===== config.mk =====
export PLATFORM = sky130hd
export DESIGN_NAME = serial_frame_rx
export DESIGN_NICKNAME = d
export VERILOG_FILES = /design/src/rtl/serial_frame_rx.sv
export SDC_FILE = /design/constraint.sdc
export NUM_CORES = 1
export LEC_CHECK = 0
export BUFFER_PORTS_ARGS = -buffer_cell sky130_fd_sc_hd__buf_4
export CORE_MARGIN = 2
export CORE_UTILIZATION = 45
export CTS_CLUSTER_DIAMETER = 120
export DETAILED_ROUTE_END_ITERATION = 16
export GPL_ROUTABILITY_DRIVEN = 0
export HOLD_SLACK_MARGIN = 0.03
export PLACE_DENSITY_LB_ADDON = 0.25
export SLEW_MARGIN = 20
export SYNTH_ARGS = -nofsm -noshare
export SYNTH_HDL_FRONTEND = slang
export SYNTH_SLANG_ARGS = --single-unit

===== constraint.sdc =====
create_clock -name clk -period 2.23 [get_ports clk]
set_clock_uncertainty 0.1 [all_clocks]
set_input_delay 0.3345 -clock clk [delete_from_list [all_inputs] [get_ports clk]]
set_output_delay 0.3345 -clock clk [all_outputs]
set_load 0.01 [all_outputs]

===== src/rtl/serial_frame_rx.sv =====
// serial_frame_rx: receive side of the 10-bit serial character link.
// Oversamples the synchronized line, validates the start bit, shifts in
// DATA_BITS data bits MSB first, checks the stop bit and hands the byte
// to the bus through a holding register with a ready/read handshake.
module serial_frame_rx #(
    parameter int OVERSAMPLE = 16,
    parameter int DATA_BITS  = 8
) (
    input  logic                 clk,
    input  logic                 reset,
    input  logic                 sample_tick,
    input  logic                 serial_in,
    input  logic                 read,
    output logic [DATA_BITS-1:0] data_out,
    output logic                 char_ready,
    output logic                 overrun,
    output logic                 framing_error,
    output logic                 busy
);

    localparam int TC_W = $clog2(OVERSAMPLE);
    localparam int BC_W = (DATA_BITS > 1) ? $clog2(DATA_BITS) : 1;
    localparam logic [TC_W-1:0] TC_MID_START = TC_W'(OVERSAMPLE / 2 - 1);
    localparam logic [TC_W-1:0] TC_LAST      = TC_W'(OVERSAMPLE - 1);
    localparam logic [BC_W-1:0] BC_LAST      = BC_W'(DATA_BITS - 1);

    typedef enum logic [2:0] {
        ST_IDLE      = 3'd0,
        ST_START     = 3'd1,
        ST_DATA      = 3'd2,
        ST_STOP      = 3'd3,
        ST_WAIT_HIGH = 3'd4
    } state_t;

    state_t                state_q, state_d;
    logic [1:0]            sync_q, sync_d;
    logic [TC_W-1:0]       tc_q, tc_d;
    logic [BC_W-1:0]       bc_q, bc_d;
    logic [DATA_BITS-1:0]  shift_q, shift_d;
    logic [DATA_BITS-1:0]  data_out_q, data_out_d;
    logic                  char_ready_q, char_ready_d;
    logic                  overrun_q, overrun_d;
    logic                  framing_error_q, framing_error_d;
    logic                  busy_q, busy_d;
    logic                  good_s;
    logic                  rx_s;

    assign rx_s          = sync_q[1];
    assign data_out      = data_out_q;
    assign char_ready    = char_ready_q;
    assign overrun       = overrun_q;
    assign framing_error = framing_error_q;
    assign busy          = busy_q;

    // Frame FSM: bit timing, data shifting and stop-bit check, advancing only on sample_tick.
    always_comb begin
        sync_d          = {sync_q[0], serial_in};
        state_d         = state_q;
        tc_d            = tc_q;
        bc_d            = bc_q;
        shift_d         = shift_q;
        good_s          = 1'b0;
        framing_error_d = 1'b0;
        if (sample_tick) begin
            case (state_q)
                ST_IDLE: begin
                    if (!rx_s) begin
                        state_d = ST_START;
                        tc_d    = {TC_W{1'b0}};
                    end else begin
                        state_d = ST_IDLE;
                    end
                end
                ST_START: begin
                    if (tc_q == TC_MID_START) begin
                        tc_d = {TC_W{1'b0}};
                        if (!rx_s) begin
                            state_d = ST_DATA;
                            bc_d    = {BC_W{1'b0}};
                        end else begin
                            // A start bit gone by mid-bit was a glitch.
                            state_d = ST_IDLE;
                        end
                    end else begin
                        tc_d = tc_q + {{(TC_W-1){1'b0}}, 1'b1};
                    end
                end
                ST_DATA: begin
                    if (tc_q == TC_LAST) begin
                        tc_d    = {TC_W{1'b0}};
                        shift_d = {shift_q[DATA_BITS-2:0], rx_s};
                        if (bc_q == BC_LAST) begin
                            state_d = ST_STOP;
                        end else begin
                            bc_d = bc_q + {{(BC_W-1){1'b0}}, 1'b1};
                        end
                    end else begin
                        tc_d = tc_q + {{(TC_W-1){1'b0}}, 1'b1};
                    end
                end
                ST_STOP: begin
                    if (tc_q == TC_LAST) begin
                        tc_d = {TC_W{1'b0}};
                        if (rx_s) begin
                            good_s  = 1'b1;
                            state_d = ST_IDLE;
                        end else begin
                            // Wait for the line to go high so a break cannot retrigger START.
                            framing_error_d = 1'b1;
                            state_d         = ST_WAIT_HIGH;
                        end
                    end else begin
                        tc_d = tc_q + {{(TC_W-1){1'b0}}, 1'b1};
                    end
                end
                ST_WAIT_HIGH: begin
                    if (rx_s) begin
                        state_d = ST_IDLE;
                    end else begin
                        state_d = ST_WAIT_HIGH;
                    end
                end
                default: begin
                    state_d = ST_IDLE;
                    tc_d    = {TC_W{1'b0}};
                    bc_d    = {BC_W{1'b0}};
                end
            endcase
        end else begin
            state_d = state_q;
        end
    end

    // Holding register and handshake: a completing character beats a same-cycle read.
    always_comb begin
        data_out_d   = data_out_q;
        char_ready_d = char_ready_q;
        overrun_d    = overrun_q;
        if (good_s) begin
            data_out_d   = shift_q;
            char_ready_d = 1'b1;
            overrun_d    = char_ready_q & ~read;
        end else if (read && char_ready_q) begin
            char_ready_d = 1'b0;
            overrun_d    = 1'b0;
        end else begin
            char_ready_d = char_ready_q;
        end
        busy_d = (state_d != ST_IDLE);
    end

    // State, counters, synchronizer and output registers with synchronous reset.
    always_ff @(posedge clk) begin
        if (reset) begin
            state_q         <= ST_IDLE;
            sync_q          <= 2'b11;
            tc_q            <= {TC_W{1'b0}};
            bc_q            <= {BC_W{1'b0}};
            shift_q         <= {DATA_BITS{1'b0}};
            data_out_q      <= {DATA_BITS{1'b0}};
            char_ready_q    <= 1'b0;
            overrun_q       <= 1'b0;
            framing_error_q <= 1'b0;
            busy_q          <= 1'b0;
        end else begin
            state_q         <= state_d;
            sync_q          <= sync_d;
            tc_q            <= tc_d;
            bc_q            <= bc_d;
            shift_q         <= shift_d;
            data_out_q      <= data_out_d;
            char_ready_q    <= char_ready_d;
            overrun_q       <= overrun_d;
            framing_error_q <= framing_error_d;
            busy_q          <= busy_d;
        end
    end

endmodule

==> reports/qor.csv, run 1 <==
stage,metric,value,unit
pwr,p_clk_share,35.9,%
global_routing,grt_usage,16.68,%
yosys,synth_fa_ha_area_share,2.616,%
critical_path,required,2.40,ns
critical_path,arrival,2.22,ns
critical_path,r2r-start,bc_q[0],
yosys,syn-num-nets,160,
pwr,p_int,0.0007510,W
critical_path,cp_top_family,simple AND/OR/NAND/NOR gates,
yosys,synth_enable_flop_cells,0,
critical_path,crit_start,bc_q[0],
placement,dp_hpwl,1.895,mm
yosys,synth_cells,152,
pwr,p_leak,0.6604,nW
sta,fmax,0.4890,GHz
global_routing,grt_first_pass_wirelength,4.505,mm
critical_path,worstSetupPathType,flop to flop,
critical_path,r2r_setup_slack,0.18,ns
critical_path,r2r-end,bc_q[0],
clock_network,cts_tree,yes,
sta,rsz0062_at_grt,no,
yosys,netlist_area,0.001435,mm^2
floorplan,dieHeight,60.47,um
global_routing,grt_pass1_vias,1054,
clock_network,cts_max_level,2,
floorplan,die_area,0.003657,mm^2
routing,wl_per_cell,12.90,um
min_path,min_path_type,primary input to flop,
sta,drv_slew,0,
floorplan,start_util,47.01,%
final_layout,antenna-diode-count,0,
clock_network,path_clk_slew,0.10,ns
sta,setup_viol,0,
clock_network,clk_latency,0.33,ns
final_layout,layout_common_cells,"32 x dfxtp_1, 27 x nor2_1, 18 x mux2i_1, 18 x buf_4, 7 x a21oi_1",
yosys,synth_compound_area_share,13.60,%
critical_path,cp-start-kind,flop,
final_layout,multi_input_area,728.2,um^2
outcome,status,"finished, final reports clean",
critical_path,cp_max_fo,4,
sta,min_period,2.045,ns
floorplan,pin_count,17,
critical_path,path_cells,"ha_1, ha_1, nand4b_1, a221o_1, or4_1, a21oi_1",
pwr,p_seq_share,59.2,%
critical_path,path_common_cell,ha_1,
clock_network,cts_buffers,5,
pwr,peakVddDrop,352.9,uV
final_layout,layout_commonest_cell,dfxtp_1,
routing,drt_pass1_iterations,4,
placement,place_area,0.001567,mm^2
sta,post-route-period-util,91.71,%
clock_network,cts_buffer_depth,2,
yosys,avgSynthCellArea,9.442,um^2
routing,initialDrtViolationCount,34,
final_layout,synthToLayoutAreaGrowth,13.51,%
final_layout,finish.utilization,53.36,%
sta,hold_violations,0,
global_routing,grt_max_degree,33,
final_layout,drive_gt1_share,18.56,%
yosys,yosys-mux-area-fraction,12.55,%
sta,relSlewSlack,63.84,%
run,cap_violations,0,
clock_network,cts.sinks,32,
yosys,yosysUniqueCellTypes,44,
yosys,synth_xor_area_share,0.6103,%
clock_network,postCtsResizedCells,0,
pwr,p_switching,0.0002345,W
yosys,synth-seq-cells,32,
pwr,swShare,23.80,%
final_layout,final_cell_area,0.001629,mm^2
routing,drc,0,
critical_path,cp-end-kind,flop,
yosys,yosysSeqAreaShare,44.64,%
clock_network,cts_hold_buf,0,
critical_path,critical-path-max-stage-delay,0.41,ns
pwr,comb_power_share,4.9,%
sta,worst-slew-pin-transition,0.5413,ns
pwr,p_per_area,604.9,mW/mm^2
routing,ant_nets,0,
routing,via_count,1154,
final_layout,nNetsFinal,174,
global_routing,antenna_found_initial,0,
routing,vias_per_cell,5.469,
final_layout,regArea,640.6,um^2
sta,fin_setup_tns,0,ns
critical_path,path_depth,6,
yosys,yosys.area_share.simple,21.36,%
clock_network,cts_root_buffer,clkbuf_4,
yosys,synth_top_family_by_area,simple AND/OR/NAND/NOR gates,
critical_path,r2r_cells,6,
critical_path,cpMaxStageDelayCell,a221o_1,
global_routing,overflow,0,
yosys,ys.flop_type,dfxtp_1,
floorplan,rows,20,
critical_path,path_buf_inv,0,
yosys,yosys_warnings,0,
routing,wl,2.722,mm
critical_path,endpoint,bc_q[0],
final_layout,num-fill-cells,303,
placement,port_buffers,16,
floorplan,die_w,60.47,um
yosys,synthArstFlopShare,0,%
clock_network,cts_setup_buffers,0,
floorplan,coreArea,0.003053,mm^2
per-layer routing:
layer | share of wire, % | track usage, % | up-vias
met5 | 0 | 0 | -
met4 | 2.6 | 9.938 | 0
met3 | 3.7 | 4.051 | 7
met2 | 49 | 28.26 | 26
met1 | 45 | 19.05 | 545
li1 | - | - | 576
cell usage after synthesis (all sizes together), types with 2 or more instances:
| cell type | number | area share [%] |
|---|---|---|
| or2 | 2 | 0.87 |
| nand2b | 3 | 1.3 |
| nor3b | 2 | 1.0 |
| and2 | 2 | 0.87 |
| ha | 3 | 2.6 |
| a21oi | 7 | 2.4 |
| buf | 7 | 3.1 |
| inv | 2 | 0.52 |
| nand4 | 4 | 1.7 |
| nor2 | 28 | 7.8 |
| dfxtp | 32 | 45 |
| nand3 | 3 | 1.0 |
| mux2i | 18 | 13 |
| o22ai | 2 | 0.87 |
| clkbuf | 4 | 1.0 |
| o21ai | 5 | 1.7 |
| or4 | 2 | 1.0 |
| nor4b | 2 | 1.2 |
| nand2 | 2 | 0.52 |
metrics by stage:
step	total power [W]	std cells	worst slack, ns	hold WS (ns)
floorplan	0.0006315	152	0.3443	0.2895
global placement	0.0006430	203	0.2941	0.2959
detailed placement	0.0006445	203	0.2143	0.3027
CTS	0.001002	211	0.1849	0.06716
global route	0.001029	211	0.06978	0.07162
finish	0.0009855	211	0.1848	0.08892
power by group through the flow:
stage,Sequential (W),Clock (W),Combinational [W]
after floorplan,0.000592,0,0.0000390
after global placement,0.000597,0,0.0000463
after detailed placement,0.000597,0,0.0000479
after CTS,0.000584,0.000370,0.0000480
after global routing,0.000585,0.000391,0.0000526
final,0.000584,0.000354,0.0000480
worst reg2reg max path: stages, from the launching register on:
cell and delay, ns:
dfxtp_1 0.34, ha_1 0.20, ha_1 0.20, nand4b_1 0.20
a221o_1 0.41, or4_1 0.41, a21oi_1 0.12
logic make-up after synthesis:
| logic type | after synthesis |
|---|---|
| simple gates | 57 |
| flops | 32 |
| compound gates | 28 |
| mux | 18 |
| buf+inv | 13 |
| fa+ha+maj | 3 |
| xor+xnor | 1 |
worst min path at each step:
stage,from,end,slack [ns],depth (start not counted)
6_report,serial_in,sync_q[0],0.09,2
5_1_grt,serial_in,sync_q[0],0.07,2
4_1_cts,read,overrun,0.07,2
3_5_place_dp,sync_q[0],sync_q[1],0.30,1
3_3_place_gp,sync_q[0],sync_q[1],0.30,1
2_1_floorplan,sync_q[0],sync_q[1],0.29,1
registers in the layout (all words and copies together) (netlist names), 2 cells and up:
signal / flops
state_q: 3
tc_q: 4
bc_q: 3
data_out: 8
shift_q: 8
sync_q: 2
cell type report:
class	count	area share (%)
clock buffer	7	3.379
tap	44	3.379
multi-input combinational	107	44.70
clock inverter	1	0.4608
sequential	32	39.32
inverter	2	0.4608
timing repair buffer	18	8.295
Note: power is estimated with default switching activity, not from simulation.
==> run 2: changes to the inputs <==
SETUP_SLACK_MARGIN = 0.2   (was default)
==> run 2 against run 1 <==
Against the previous run:
- sequential share of layout area down 0.93 points
- clock-buffer cell count unchanged
- critical path depth unchanged
- total power up 0.22%
- register-to-register slack better by 0.02 ns
- clock power about the same
- first-iteration DRC count down 12%
- core utilization up 1.4 points
- global-route usage unchanged
- non-clock buffer count up 3
- routed wire length up 1.7%
- largest power group unchanged
==> reports/qor.csv, run 2 (synthesis gave the netlist of run 1 again) <==
stage,metric,value,unit,change
sta,drv_slew,0,,unchanged
global_routing,overflow,0,,unchanged
placement,dp_hpwl,1.895,mm,unchanged
placement,post-place-ws,0.2143,ns,unchanged
final_layout,num-fill-cells,295,,-2.6%
routing,wl_per_cell,12.94,um,+0.30%
clock_network,clk_latency,0.33,ns,about the same
sta,setup_viol,0,,unchanged
min_path,min_path_cells,2,,unchanged
routing,drc,0,,unchanged
critical_path,path_depth,6,,unchanged
clock_network,cts.sinks,32,,unchanged
final_layout,instances_no_fill,214,,+1.4%
min_path,min_path_type,primary input to flop,,
global_routing,grtUsageMet2,28.26,%,unchanged
global_routing,grt.busiest_layer,met2,,
final_layout,antenna-diode-count,0,,unchanged
floorplan,pin_count,17,,unchanged
global_routing,grt_pass1_vias,1052,,-0.19%
clock_network,cts_buffer_depth,2,,unchanged
clock_network,cts_tree,yes,,
critical_path,cp-start-kind,flop,,
pwr,p_per_area,590.8,mW/mm^2,-2.3%
routing,via_count,1166,,+1.0%
critical_path,cp_max_fo,3,,-1
clock_network,cts_buffers,5,,unchanged
final_layout,nNetsFinal,177,,+1.7%
floorplan,start_util,47.01,%,unchanged
final_layout,drive_gt1_share,22.94,%,+4.4 points
outcome,status,"finished, final reports clean",,
routing,initialDrtViolationCount,30,,-12%
pwr,power,0.0009876,W,+0.22%
placement,port_buffers,16,,unchanged
final_layout,layout_commonest_cell,dfxtp_1,,
global_routing,grt_use_met1,19.05,%,unchanged
routing,drt_pass1_iterations,4,,unchanged
sta,relSlewSlack,69.42,%,+5.6 points
global_routing,grt_usage,16.68,%,unchanged
global_routing,antenna_found_initial,0,,unchanged
global_routing,grtUsageMet3,4.051,%,unchanged
sta,fmax,0.4940,GHz,+1.0%
routing,ant_nets,0,,unchanged
sta,rsz0062_at_grt,yes,,
routing,wl,2.769,mm,+1.7%
final_layout,layout_common_cells,"31 x dfxtp_1, 27 x nor2_1, 21 x buf_4",,
critical_path,cpMaxStageDelayCell,or4_4,,
pwr,p_leak,0.6834,nW,+3.5%
floorplan,coreArea,0.003053,mm^2,unchanged
critical_path,arrival,2.19,ns,-0.03 ns
critical_path,path_buf_inv,0,,unchanged
sta,worst-slew-pin-transition,0.4549,ns,-0.08644 ns
floorplan,rows,20,,unchanged
critical_path,r2r_cells,6,,unchanged
clock_network,path_clk_slew,0.11,ns,about the same
critical_path,critical-path-max-stage-delay,0.42,ns,about the same
floorplan,die_w,60.47,um,unchanged
run,cap_violations,0,,unchanged
sta,post-route-period-util,90.78,%,-0.93 points
pwr,peakVddDrop,351.7,uV,-0.33%
critical_path,path_cells,"ha_1, ha_1, nand4b_1, a221o_1, or4_4, a21oi_2",,
final_layout,synthToLayoutAreaGrowth,16.48,%,
global_routing,grt_first_pass_wirelength,4.505,mm,unchanged
sta,fin_setup_tns,0,ns,unchanged
global_routing,grt_max_degree,33,,unchanged
critical_path,worstSetupPathType,flop to flop,,
critical_path,required,2.40,ns,about the same
placement,dp_cells,203,,unchanged
clock_network,cts_max_level,2,,unchanged
critical_path,cp_top_family,simple AND/OR/NAND/NOR gates,,
critical_path,cp-end-kind,flop,,
routing,vias_per_cell,5.449,,-0.38%
critical_path,path_common_cell,ha_1,,
sta,min_period,2.024,ns,-0.02066 ns
sta,worst_slack,0.2055,ns,+0.02066 ns
sta,hold_violations,0,,unchanged
clock_network,cts_root_buffer,clkbuf_4,,
floorplan,dieHeight,60.47,um,unchanged
floorplan,die_area,0.003657,mm^2,unchanged
[run 2: path summary, 6_finish.rpt]
| path | from | slack [ns] | end |
|---|---|---|---|
| worst max-delay path | bc_q[0] | 0.21 | bc_q[0] |
| worst max register to register | bc_q[0] | 0.21 | bc_q[0] |
| worst min register to register | sync_q[0] | 0.32 | sync_q[1] |
| worst min-delay path | serial_in | 0.09 | sync_q[0] |
[run 2: layout make-up]
type | instances | area, um^2 | share of cell area, %
Inverter | 2 | 7.507 | 0.4491
Multi-Input combinational cell | 107 | 747.0 | 44.69
Sequential cell | 32 | 641.9 | 38.40
Tap cell | 44 | 55.05 | 3.293
Clock inverter | 1 | 7.507 | 0.4491
Timing Repair Buffer | 21 | 157.7 | 9.431
Clock buffer | 7 | 55.05 | 3.293
[run 2: through the flow]
step           instance area (um^2)  hold WS, ns  utilization, %
3_3_place_gp                   1567       0.2959           51.31
5_1_grt                        1672      0.07162           54.75
2_1_floorplan                  1435       0.2895               -
6_report                       1672      0.09107           54.75
4_1_cts                        1629      0.06716           53.36
3_5_place_dp                   1567       0.3027           51.31
[run 2: timing repair]
| action | in CTS | in global routing |
|---|---|---|
| pin swaps | 1 | 1 |
| resized for setup | 0 | 5 |
| endpoints found under the setup margin | 1 | 3 |
| buffers inserted | 0 | 3 |
| hold buffers | 0 | 0 |
[run 2: layer usage]
layer | up-vias | part of all wire, %
met5 | - | 0
met4 | 0 | 2.6
met3 | 7 | 2.4
met2 | 18 | 50
met1 | 561 | 45
li1 | 580 | -
[run 2: worst register-to-register path: stages (launching register included)]
cell      delay [ns]
dfxtp_2         0.33
ha_1            0.19
ha_1            0.20
nand4b_1        0.20
a221o_1         0.40
or4_4           0.42
a21oi_2         0.12
[run 2: power by group]
part / switching (W) / internal (W)
logic: 0.0000292 / 0.0000222
registers: 0.00000720 / 0.000576
clock network: 0.000198 / 0.000154
total: 0.000235 / 0.000753
